$ cat config.mk
export PLATFORM = sky130hd
export DESIGN_NAME = depth_test_writer
export DESIGN_NICKNAME = d
export VERILOG_FILES = /design/src/rtl/gfg_pkg.sv /design/src/rtl/raster_scan_counter.sv /design/src/rtl/depth_test_writer.sv
export SDC_FILE = /design/constraint.sdc
export NUM_CORES = 1
export LEC_CHECK = 0
export CAP_MARGIN = 20
export CELL_PAD_IN_SITES_DETAIL_PLACEMENT = 1
export CELL_PAD_IN_SITES_GLOBAL_PLACEMENT = 1
export CORE_AREA = 10 10 114 95
export DETAILED_ROUTE_END_ITERATION = 12
export DIE_AREA = 0 0 124 105
export GPL_ROUTABILITY_DRIVEN = 0
export HOLD_SLACK_MARGIN = 0.15
export PLACE_DENSITY_LB_ADDON = 0.1
export SYNTH_ARGS = -nofsm -noshare
export SYNTH_HDL_FRONTEND = slang
export SYNTH_SLANG_ARGS = --single-unit
$ cat constraint.sdc
create_clock -name i_sys_clk -period 1.9 [get_ports i_sys_clk]
set_clock_uncertainty 0.2 [all_clocks]
set_input_delay 0.38 -clock i_sys_clk [delete_from_list [all_inputs] [get_ports i_sys_clk]]
set_output_delay 0.38 -clock i_sys_clk [all_outputs]
set_load 0.1 [all_outputs]
$ cat src/rtl/gfg_pkg.sv
`default_nettype none
// ============================================================================
// Package     : gfg_pkg
// Description : Shared types and helpers for the graphics frame-generation
//               blocks. It holds the depth-test FSM state encoding, the
//               {colour, z} pixel pack/unpack helpers and the far-z constant.
// Revision    : 1.0 - initial release
// ============================================================================
package gfg_pkg;

  // Depth-test writer states
  typedef enum logic [2:0] {
    ST_IDLE    = 3'd0,
    ST_CLEAR   = 3'd1,
    ST_ACCEPT  = 3'd2,
    ST_LOOKUP  = 3'd3,
    ST_COMPARE = 3'd4
  } state_e;

  // The helpers work on a wide carrier so they serve any colour/z width.
  // Callers cast in and truncate out.
  localparam int unsigned PIX_MAX_W = 64;
  typedef logic [PIX_MAX_W-1:0] pix_wide_t;

  // Farthest depth: all ones in the low z_w bits
  function automatic pix_wide_t far_z(input int unsigned z_w);
    return (pix_wide_t'(1) << z_w) - pix_wide_t'(1);
  endfunction

  // Pixel layout is {colour, z}, colour in the MSBs
  function automatic pix_wide_t pack_pixel(input pix_wide_t color,
                                           input pix_wide_t z,
                                           input int unsigned z_w);
    return (color << z_w) | (z & far_z(z_w));
  endfunction

  function automatic pix_wide_t unpack_z(input pix_wide_t pix,
                                         input int unsigned z_w);
    return pix & far_z(z_w);
  endfunction

  function automatic pix_wide_t unpack_color(input pix_wide_t pix,
                                             input int unsigned z_w);
    return pix >> z_w;
  endfunction

endpackage
`default_nettype wire

$ cat src/rtl/raster_scan_counter.sv
`default_nettype none
// ============================================================================
// Module      : raster_scan_counter
// Description : Row/column address generator walking a V x H frame in raster
//               order. Column increments each advance and wraps to 0, bumping
//               the row. o_last flags the final pixel (V-1, H-1).
// Revision    : 1.0 - initial release
// ============================================================================
module raster_scan_counter #(
  parameter int unsigned V = 60,
  parameter int unsigned H = 80
) (
  input  logic                 i_clk,
  input  logic                 i_rst,
  input  logic                 i_clear,
  input  logic                 i_advance,
  output logic [$clog2(V)-1:0] o_vert,
  output logic [$clog2(H)-1:0] o_horiz,
  output logic                 o_last
);

  localparam int unsigned V_W = $clog2(V);
  localparam int unsigned H_W = $clog2(H);

  logic [V_W-1:0] vert_q, vert_d;
  logic [H_W-1:0] horiz_q, horiz_d;
  logic           w_h_end;
  logic           w_v_end;

  // Compare at 32 bits so a power-of-two resolution cannot alias to zero
  assign w_h_end = (32'(horiz_q) == H - 1);
  assign w_v_end = (32'(vert_q) == V - 1);
  assign o_last  = w_h_end & w_v_end;
  assign o_vert  = vert_q;
  assign o_horiz = horiz_q;

  // Next address: clear has priority over advance
  always_comb begin
    vert_d  = vert_q;
    horiz_d = horiz_q;
    if (i_clear) begin
      vert_d  = '0;
      horiz_d = '0;
    end else if (i_advance) begin
      if (w_h_end) begin
        horiz_d = '0;
        vert_d  = w_v_end ? '0 : vert_q + V_W'(1);
      end else begin
        horiz_d = horiz_q + H_W'(1);
      end
    end
  end

  // Address registers
  always_ff @(posedge i_clk) begin
    if (i_rst) begin
      vert_q  <= '0;
      horiz_q <= '0;
    end else begin
      vert_q  <= vert_d;
      horiz_q <= horiz_d;
    end
  end

endmodule
`default_nettype wire

$ cat src/rtl/depth_test_writer.sv
`default_nettype none
// ============================================================================
// Module      : depth_test_writer
// Description : Clears the target buffer to background colour / far depth at
//               each frame start, then runs a read-compare-write depth test
//               for every incoming fragment (one fragment per 3 cycles).
//               Pulses o_frame_done after the last fragment's compare.
// Revision    : 1.0 - initial release
// ============================================================================
module depth_test_writer
  import gfg_pkg::*;
#(
  parameter int unsigned VERT_RESOLUTION  = 60,
  parameter int unsigned HORIZ_RESOLUTION = 80,
  parameter int unsigned COLOR_DEPTH      = 12,
  parameter int unsigned Z_DEPTH          = 2,
  parameter logic [COLOR_DEPTH-1:0] CLEAR_COLOR = '0
) (
  input  logic                                i_sys_clk,
  input  logic                                i_sys_rst,
  input  logic                                i_frame_start,
  input  logic                                i_frag_valid,
  output logic                                o_frag_ready,
  input  logic [$clog2(VERT_RESOLUTION)-1:0]  i_frag_vert,
  input  logic [$clog2(HORIZ_RESOLUTION)-1:0] i_frag_horiz,
  input  logic [COLOR_DEPTH-1:0]              i_frag_color,
  input  logic [Z_DEPTH-1:0]                  i_frag_z,
  input  logic                                i_frag_last,
  output logic [$clog2(VERT_RESOLUTION)-1:0]  o_vert_write_addr,
  output logic [$clog2(HORIZ_RESOLUTION)-1:0] o_horiz_write_addr,
  output logic [$clog2(VERT_RESOLUTION)-1:0]  o_vert_read_addr,
  output logic [$clog2(HORIZ_RESOLUTION)-1:0] o_horiz_read_addr,
  output logic                                o_write_en,
  output logic [COLOR_DEPTH+Z_DEPTH-1:0]      o_write_pixel_data,
  input  logic [COLOR_DEPTH+Z_DEPTH-1:0]      i_read_pixel_data,
  output logic                                o_busy,
  output logic                                o_frame_done
);

  localparam int unsigned V_W   = $clog2(VERT_RESOLUTION);
  localparam int unsigned H_W   = $clog2(HORIZ_RESOLUTION);
  localparam int unsigned PIX_W = COLOR_DEPTH + Z_DEPTH;

  state_e                 state_q, state_d;
  logic [V_W-1:0]         frag_vert_q, frag_vert_d;
  logic [H_W-1:0]         frag_horiz_q, frag_horiz_d;
  logic [COLOR_DEPTH-1:0] frag_color_q, frag_color_d;
  logic [Z_DEPTH-1:0]     frag_z_q, frag_z_d;
  logic                   frag_last_q, frag_last_d;
  logic                   frame_done_q, frame_done_d;

  logic [V_W-1:0]   w_scan_vert;
  logic [H_W-1:0]   w_scan_horiz;
  logic             w_scan_last;
  logic             w_scan_advance;
  logic [Z_DEPTH-1:0] w_stored_z;
  logic             w_in_range;
  logic             w_write_en;
  logic [PIX_W-1:0] w_clear_pixel;
  logic [PIX_W-1:0] w_frag_pixel;
  logic [V_W-1:0]   w_addr_vert;
  logic [H_W-1:0]   w_addr_horiz;

  // Clear sweeps only while in CLEAR; a frame-start abort freezes the sweep
  // for that cycle and rewinds it to (0,0).
  assign w_scan_advance = (state_q == ST_CLEAR) & ~i_frame_start;

  raster_scan_counter #(
    .V (VERT_RESOLUTION),
    .H (HORIZ_RESOLUTION)
  ) u_clear_scan (
    .i_clk     (i_sys_clk),
    .i_rst     (i_sys_rst),
    .i_clear   (i_frame_start),
    .i_advance (w_scan_advance),
    .o_vert    (w_scan_vert),
    .o_horiz   (w_scan_horiz),
    .o_last    (w_scan_last)
  );

  assign w_stored_z = Z_DEPTH'(unpack_z(pix_wide_t'(i_read_pixel_data), Z_DEPTH));
  assign w_in_range = (32'(frag_vert_q) < VERT_RESOLUTION) &
                      (32'(frag_horiz_q) < HORIZ_RESOLUTION);

  assign w_clear_pixel = PIX_W'(pack_pixel(pix_wide_t'(CLEAR_COLOR),
                                           far_z(Z_DEPTH), Z_DEPTH));
  assign w_frag_pixel  = PIX_W'(pack_pixel(pix_wide_t'(frag_color_q),
                                           pix_wide_t'(frag_z_q), Z_DEPTH));

  // One address drives both RAM ports: the sweep during CLEAR, else the
  // latched fragment coordinates.
  assign w_addr_vert  = (state_q == ST_CLEAR) ? w_scan_vert  : frag_vert_q;
  assign w_addr_horiz = (state_q == ST_CLEAR) ? w_scan_horiz : frag_horiz_q;

  assign o_vert_write_addr  = w_addr_vert;
  assign o_horiz_write_addr = w_addr_horiz;
  assign o_vert_read_addr   = w_addr_vert;
  assign o_horiz_read_addr  = w_addr_horiz;
  assign o_write_pixel_data = (state_q == ST_CLEAR) ? w_clear_pixel : w_frag_pixel;
  assign o_write_en         = w_write_en;
  assign o_frag_ready       = (state_q == ST_ACCEPT);
  assign o_busy             = (state_q == ST_CLEAR) | (state_q == ST_LOOKUP) |
                              (state_q == ST_COMPARE);
  assign o_frame_done       = frame_done_q;

  // Next-state, fragment latch and write strobe; frame start overrides all
  always_comb begin
    state_d      = state_q;
    frag_vert_d  = frag_vert_q;
    frag_horiz_d = frag_horiz_q;
    frag_color_d = frag_color_q;
    frag_z_d     = frag_z_q;
    frag_last_d  = frag_last_q;
    frame_done_d = 1'b0;
    w_write_en   = 1'b0;
    if (i_frame_start) begin
      state_d      = ST_CLEAR;
      frag_vert_d  = '0;
      frag_horiz_d = '0;
    end else begin
      unique case (state_q)
        ST_IDLE: begin
          state_d = ST_IDLE;
        end
        ST_CLEAR: begin
          w_write_en = 1'b1;
          if (w_scan_last) begin
            state_d = ST_ACCEPT;
          end
        end
        ST_ACCEPT: begin
          if (i_frag_valid) begin
            frag_vert_d  = i_frag_vert;
            frag_horiz_d = i_frag_horiz;
            frag_color_d = i_frag_color;
            frag_z_d     = i_frag_z;
            frag_last_d  = i_frag_last;
            state_d      = ST_LOOKUP;
          end
        end
        ST_LOOKUP: begin
          state_d = ST_COMPARE;
        end
        ST_COMPARE: begin
          // Strictly nearer wins; equal depth keeps the stored pixel
          w_write_en = w_in_range & (frag_z_q < w_stored_z);
          if (frag_last_q) begin
            state_d      = ST_IDLE;
            frame_done_d = 1'b1;
          end else begin
            state_d = ST_ACCEPT;
          end
        end
        default: begin
          state_d = ST_IDLE;
        end
      endcase
    end
  end

  // State and fragment registers
  always_ff @(posedge i_sys_clk) begin
    if (i_sys_rst) begin
      state_q      <= ST_IDLE;
      frag_vert_q  <= '0;
      frag_horiz_q <= '0;
      frag_color_q <= '0;
      frag_z_q     <= '0;
      frag_last_q  <= 1'b0;
      frame_done_q <= 1'b0;
    end else begin
      state_q      <= state_d;
      frag_vert_q  <= frag_vert_d;
      frag_horiz_q <= frag_horiz_d;
      frag_color_q <= frag_color_d;
      frag_z_q     <= frag_z_d;
      frag_last_q  <= frag_last_d;
      frame_done_q <= frame_done_d;
    end
  end

endmodule
`default_nettype wire

==> metrics.txt, run 1 <==
Initial Util 0.267; Worst path max stage delay 380 ps; Hold Buf Count CTS 0; vias in the first global route approximately 2700; filler instances between 900 and 1000; global-route wire length before repair 14.6 mm; combinational share of power 0.201; Detailed Route Iter0 Violations just over 100; DR WL/cell between 15 and 20 um; Crit Path Max Fanout 5; Buf+Inv Stages, Crit Path 3; H-Tree Depth 2; Die ar. 13000 um^2; I/O Buffers between 70 and 80; crit path kind reg -> out; Hold Path Origin frag_last_q; Post-synth EDFFs 0; CP max-delay cell dfxtp_4; die height between 100 and 150 um; final-report max-slew violation count 0; max_cap viols 0; CP delay by family, top buffers and inverters; First-pass DRT Iterations 4; failing checks setup timing; kind of launch point of the worst setup path flop; Unique masters post-synth 37; via count 2478; Switch Pwr approximately 0.00055 W; Required @ worst endpoint roughly 1300 ps; Routed Antenna Nets 0; WHS Path Cells 2; Synth Instances between 300 and 400; asr flop ratio synth 0; share of layout cells above drive strength 1 0.450; row count 30; pin count of the biggest net entering global routing 22; setup violators final 48; Final Hold Viols 0; Synth Area per Inst 7.48 um^2; Final Cell Area about 4700 um^2; initial antenna violation count 0; RSZ-0062 raised after global routing yes; leakage power between 1.5 and 2 nW; number of primary I/O pins 90; residual DRC count 0; Int Pwr between 0.001 and 0.0015 W; TNS Setup -9940 ps; clk_lat worst skew around 300 ps; Placed Area 4380 um^2; status complete, but fails checks; Power Density 409 nW/um^2; final worst-path cycle share 1.16; yosys warns 0; sequential-to-total area share from yosys stat 0.400; Final nets between 400 and 500; WP depth 6; CTS Buffer Depth 2; Critical R2R Capture u_clear_scan.o_vert[5]; Tmin final roughly 2200 ps; Die W about 120 um; Worst EP arrival approximately 1600 ps; Placeable Area approximately 8400 um^2; root buffer cell clkbuf_8; total grt overflow 0; GRT Overall Usage 0.141; final wirelength about 9.5 mm; TritonCTS buffer count 5; ant diodes 0; flop2flop setup slack -130 ps; r2r worst-path depth 6; Syn Std Cell Area 2250 um^2; Sw Ratio 0.283; hold endpoint o_frame_done; VDD IR max ~0.00026 V; P&R area growth vs syn 110%; syn_nets 350; crit-path cells nor3b_4 -> buf_6 -> buf_12 -> nand2_8 -> nand2_8 -> buf_12; relative slew slack 0.629; Reg clk slew, reported paths roughly 90 ps; Hold Path Class reg -> reg; clock share of power 0.310; Clock Sinks 45; Final WS setup -296 ps; Synth Register Bits 45; worst-margin pin slew around 550 ps; Max Fclk about 460 MHz; top_reg_cell synth dfxtp_1; crit path capture type primary output; Via density between 4 and 5; Min Hold Slack 252 ps; sequential share of power 0.489; RR Startpoint state_q[2]; CTS tree built; Detailed Place HPWL 6.96 mm
==> power groups by stage <==
stage / Clock (W) / Sequential, W / Combinational, W
2_1_floorplan: 0 / 0.000970 / 0.000178
3_3_place_gp: 0 / 0.000967 / 0.000345
3_5_place_dp: 0 / 0.000968 / 0.000350
4_1_cts: 0.000627 / 0.000944 / 0.000390
5_1_grt: 0.000665 / 0.000945 / 0.000405
6_report: 0.000598 / 0.000944 / 0.000388
==> how the worst max path moves through the flow <==
| stage | startpoint | end | slack, ps |
|---|---|---|---|
| 2_1_floorplan | i_read_pixel_data[1] | o_write_en | -440 |
| 3_3_place_gp | i_read_pixel_data[1] | o_write_en | -650 |
| 3_5_place_dp | i_read_pixel_data[1] | o_write_en | -710 |
| 4_1_cts | state_q[2] | o_vert_read_addr[3] | -300 |
| 5_1_grt | frag_z_q[1] | o_write_en | -380 |
| 6_report | state_q[2] | o_vert_read_addr[3] | -300 |
==> tightest hold or removal path, stage by stage (launching register included) <==
cell,delay [ps]
dfxtp_1,330
nand2_1,60
nor3_1,30
==> area by class of cell <==
| cell class | count | area, um^2 | share of cell area |
|---|---|---|---|
| multi-input cells | 226 | 1870 | 0.395 |
| repair buffers | 124 | 1710 | 0.361 |
| flip-flops and latches | 45 | 915 | 0.194 |
| well taps | 112 | 140 | 0.0297 |
| clock buffers | 6 | 72.6 | 0.0154 |
| inverters | 1 | 11.3 | 0.00239 |
| clock inverters | 2 | 10.0 | 0.00212 |
==> layer usage <==
layer / wire (um) / track usage / vias up
met5: 0 / 0 / -
met3: 476 / 0.0360 / 7
met4: 85 / 0.0246 / 0
met2: 4770 / 0.237 / 46
met1: 4160 / 0.177 / 1225
li1: - / - / 1200
==> timing repair <==
item	4_1_cts	5_1_grt
endpoints found under the setup margin	45	62
pin swaps	13	22
cloned	1	1
buffers inserted	9	5
gates resized for setup	20	29
==> kinds of logic after synthesis <==
family	after synthesis	share of synthesized area
AOI/OAI and AO/OA	62	0.148
and+or+nand+nor	153	0.334
buffers and inverters	31	0.0744
xor gates and xnor gates	7	0.0272
DFF	45	0.400
adders and majority gates	3	0.0167
==> registers in the layout, summed over array words and instances, names as in the netlist <==
register / cells
state_q: 3
u_clear_scan.o_vert: 6
o_frame_done: 1
frag_last_q: 1
frag_color_q: 12
frag_z_q: 2
u_clear_scan.o_horiz: 7
frag_vert_q: 6
frag_horiz_q: 7
==> synthesized netlist by cell type, drive strengths merged, types with 4 or more instances <==
cell | count | area, um^2
a21oi | 35 | 175
buf | 16 | 111
clkbuf | 14 | 52.6
dfxtp | 45 | 901
nand2 | 89 | 334
nand3 | 5 | 25.0
nand4 | 6 | 37.5
nor2 | 14 | 52.6
nor2b | 13 | 81.3
o21ai | 19 | 95.1
or3 | 4 | 25.0
xor2 | 5 | 43.8
==> layout by cell type, fill, tap and decap left out, types with 3 or more instances in the layout <==
cell type | synthesis | routed
xor2_1 | 5 | 5
a21oi_2 | 0 | 3
dfxtp_1 | 45 | 40
buf_4 | 13 | 29
nand2_4 | 0 | 10
nand2_1 | 89 | 49
dfxtp_4 | 0 | 3
or3_1 | 4 | 3
clkdlybuf4s50_1 | 0 | 31
nand2_8 | 0 | 23
buf_6 | 0 | 9
o21ai_0 | 19 | 17
buf_12 | 0 | 52
nand3_1 | 5 | 4
a21oi_1 | 35 | 32
nand2_2 | 0 | 7
nor2b_4 | 0 | 13
nor2_1 | 14 | 14
nand4_1 | 6 | 6
clkbuf_8 | 0 | 5
==> through the flow <==
| step | worst slack (ps) | std cells | utilization | total power (W) |
|---|---|---|---|---|
| after detailed placement | -713 | 497 | 0.519 | 0.00132 |
| final | -296 | 516 | 0.559 | 0.00193 |
| after global placement | -649 | 497 | 0.519 | 0.00131 |
| after global routing | -382 | 516 | 0.559 | 0.00201 |
| after CTS | -296 | 515 | 0.550 | 0.00196 |
| after floorplan | -442 | 301 | - | 0.00115 |
Power figures use the tool's default switching activity.
==> inputs of run 2 (changes only) <==
- CAP_MARGIN: 20 -> unset
==> results of run 2 <==
Same layout as run 1: the final DEF is identical, and so are final timing and power.
==> inputs of run 3 (changes only) <==
- REMOVE_ABC_BUFFERS: unset -> 1
==> run 3 against run 2 <==
Compared with the run above:
- largest cell class is now buffers
- the run still ends with setup timing left
- sequential power barely moved
- combinational power increased by 3%
- worst hold slack improved by 5.5 ps
==> metrics.txt, run 3 (same netlist as run 1, synthesis figures left out) <==
initial antenna violation count 0 (unchanged); number of primary I/O pins 90 (unchanged); crit path kind reg -> out; Routed Antenna Nets 0 (unchanged); TritonCTS buffer count 5 (unchanged); Placed Area 3760 um^2 (-14%); max reg flops 12 (unchanged); final-report max-slew violation count 0 (unchanged); Placeable Area 8450 um^2 (unchanged); Max Fclk 460 MHz (+0.93%); row count 30 (unchanged); status complete, but fails checks; I/O Buffers 77 (unchanged); Final nets 458 (+1.3%); WHS Path Cells 2 (unchanged); P&R area growth vs syn 102%; Via density 4.76 (-0.80%); r2r worst-path depth 7 (+1); Min Hold Slack 258 ps (+5.50 ps); setup violators final 54 (+13%); Clock Sinks 45 (unchanged); clock share of power 0.316 (+0.006); vias in the first global route 2735 (+2.7%); share of layout cells above drive strength 1 0.455 (+0.00427); residual DRC count 0 (unchanged); Int Pwr 0.00144 W (+3.9%); max_cap viols 0 (unchanged); global-route wire length before repair 15.3 mm (+5.0%); CTS Buffer Depth 2 (unchanged); combinational share of power 0.203 (+0.002); kind of launch point of the worst setup path flop; relative slew slack 0.650 (+0.0207); die height 105 um (unchanged); GRT Overall Usage 0.148 (+0.00756); H-Tree Depth 2 (unchanged); crit path capture type primary output; most common cell after layout, fill and taps aside nand2_1; leakage power 1.82 nW (+7.8%); Final Cell Area 4550 um^2 (-3.6%); root buffer cell clkbuf_8; Final WS setup -275 ps (+20.3 ps); ant diodes 0 (unchanged); Power Density 432 nW/um^2 (+5.6%); RSZ-0062 raised after global routing yes; DR WL/cell 18.6 um (+0.90%); Detailed Place HPWL 6.53 mm (-6.3%); pin count of the biggest net entering global routing 27 (+23%); VDD IR max 0.000278 V (+8.9%); Required @ worst endpoint 1320 ps (about the same); Crit Path Max Fanout 3 (-2); Switch Pwr 0.000528 W (-3.4%); commonest cells after routing, fill and taps aside nand2_1, buf_12, dfxtp_1; Worst EP arrival 1600 ps (-20 ps); failing checks setup timing; Final Hold Viols 0 (unchanged); Die ar. 13000 um^2 (unchanged); Hold Path Class reg -> reg; filler instances 941 (+3.2%); sequential share of power 0.481 (-0.008); Hold Path Origin frag_last_q; CTS tree built; Detailed Route Iter0 Violations 93 (-8.8%); via count 2482 (+0.16%); Die W 124 um (unchanged); RR Startpoint state_q[2]; Critical Path Start state_q[2]; clk_lat worst skew 290 ps (about the same); final worst-path cycle share 1.14 (-0.0107); First-pass DRT Iterations 4 (unchanged); Largest Register frag_color_q; Tmin final 2180 ps (-20.3 ps); Reg clk slew, reported paths 90 ps (about the same); total grt overflow 0 (unchanged); Sw Ratio 0.268 (-0.0144); final wirelength 9.67 mm (+1.9%); Initial Util 0.267 (unchanged); worst-margin pin slew 518 ps (-31.0 ps)
==> run 3: cell types whose count changed in the layout (fill, tap and decap cells not counted), sizes merged <==
cell	previous run	this run
clkbuf	6	7
clkdlybuf4s50	31	30
clkinv	2	0
buf	91	98
and2	4	3
clkdlybuf4s15	1	0
dlygate4sd2	1	3
==> run 3: power groups by stage <==
stage | sequential, W | clock (W) | combinational [W]
4_1_cts | 0.000946 | 0.000642 | 0.000397
2_1_floorplan | 0.000970 | 0 | 0.0000965
6_report | 0.000946 | 0.000621 | 0.000399
5_1_grt | 0.000947 | 0.000682 | 0.000416
3_5_place_dp | 0.000970 | 0 | 0.000283
3_3_place_gp | 0.000970 | 0 | 0.000282
==> run 3: layout make-up <==
class / count / area (um^2) / area share
flip-flops and latches: 45 / 911 / 0.200
repair buffers: 131 / 1760 / 0.387
clock buffers: 7 / 86.3 / 0.0190
inverters: 1 / 3.75 / 0.000824
well taps: 112 / 140 / 0.0308
multi-input cells: 225 / 1650 / 0.362
==> run 3: through the flow <==
step / util / setup TNS [ps] / setup WS [ps] / total power [W] / std cells
final: 0.539 / -9540 / -275 / 0.00197 / 521
after floorplan: - / -124700 / -2170 / 0.00107 / 271
after detailed placement: 0.446 / -13470 / -624 / 0.00125 / 496
after global placement: 0.446 / -12740 / -586 / 0.00125 / 496
after global routing: 0.539 / -14200 / -409 / 0.00205 / 521
after CTS: 0.534 / -9210 / -358 / 0.00199 / 520
==> run 3: repair_timing <==
| action | CTS | global route |
|---|---|---|
| setup buffers | 14 | 4 |
| endpoints found under the setup margin | 51 | 68 |
| hold buffers | 0 | 0 |
| gates resized for setup | 126 | 19 |
| pin swaps | 29 | 21 |
| cloned | 4 | 0 |
==> run 3: path summary, 6_finish.rpt <==
check / endpoint / slack (ps)
worst max register to register: u_clear_scan.o_vert[0] / -170
worst min-delay path: o_frame_done / 260
worst min register to register: o_frame_done / 260
worst max-delay path: o_write_en / -280
==> run 3: critical path, stage by stage, from the launching register on <==
cell and delay [ps]:
dfxtp_4 370, buf_6 120, nand2b_4 70, a211oi_2 190
a31oi_1 100, nor3_1 150, buf_4 150, buf_12 160
==> run 3: routing by layer <==
layer / GRT usage / part of all wire / up-vias
met2: 0.249 / 0.52 / 50
met5: 0 / 0 / -
met3: 0.0317 / 0.037 / 6
met4: 0.0222 / 0.0087 / 0
li1: - / - / 1206
met1: 0.192 / 0.44 / 1220
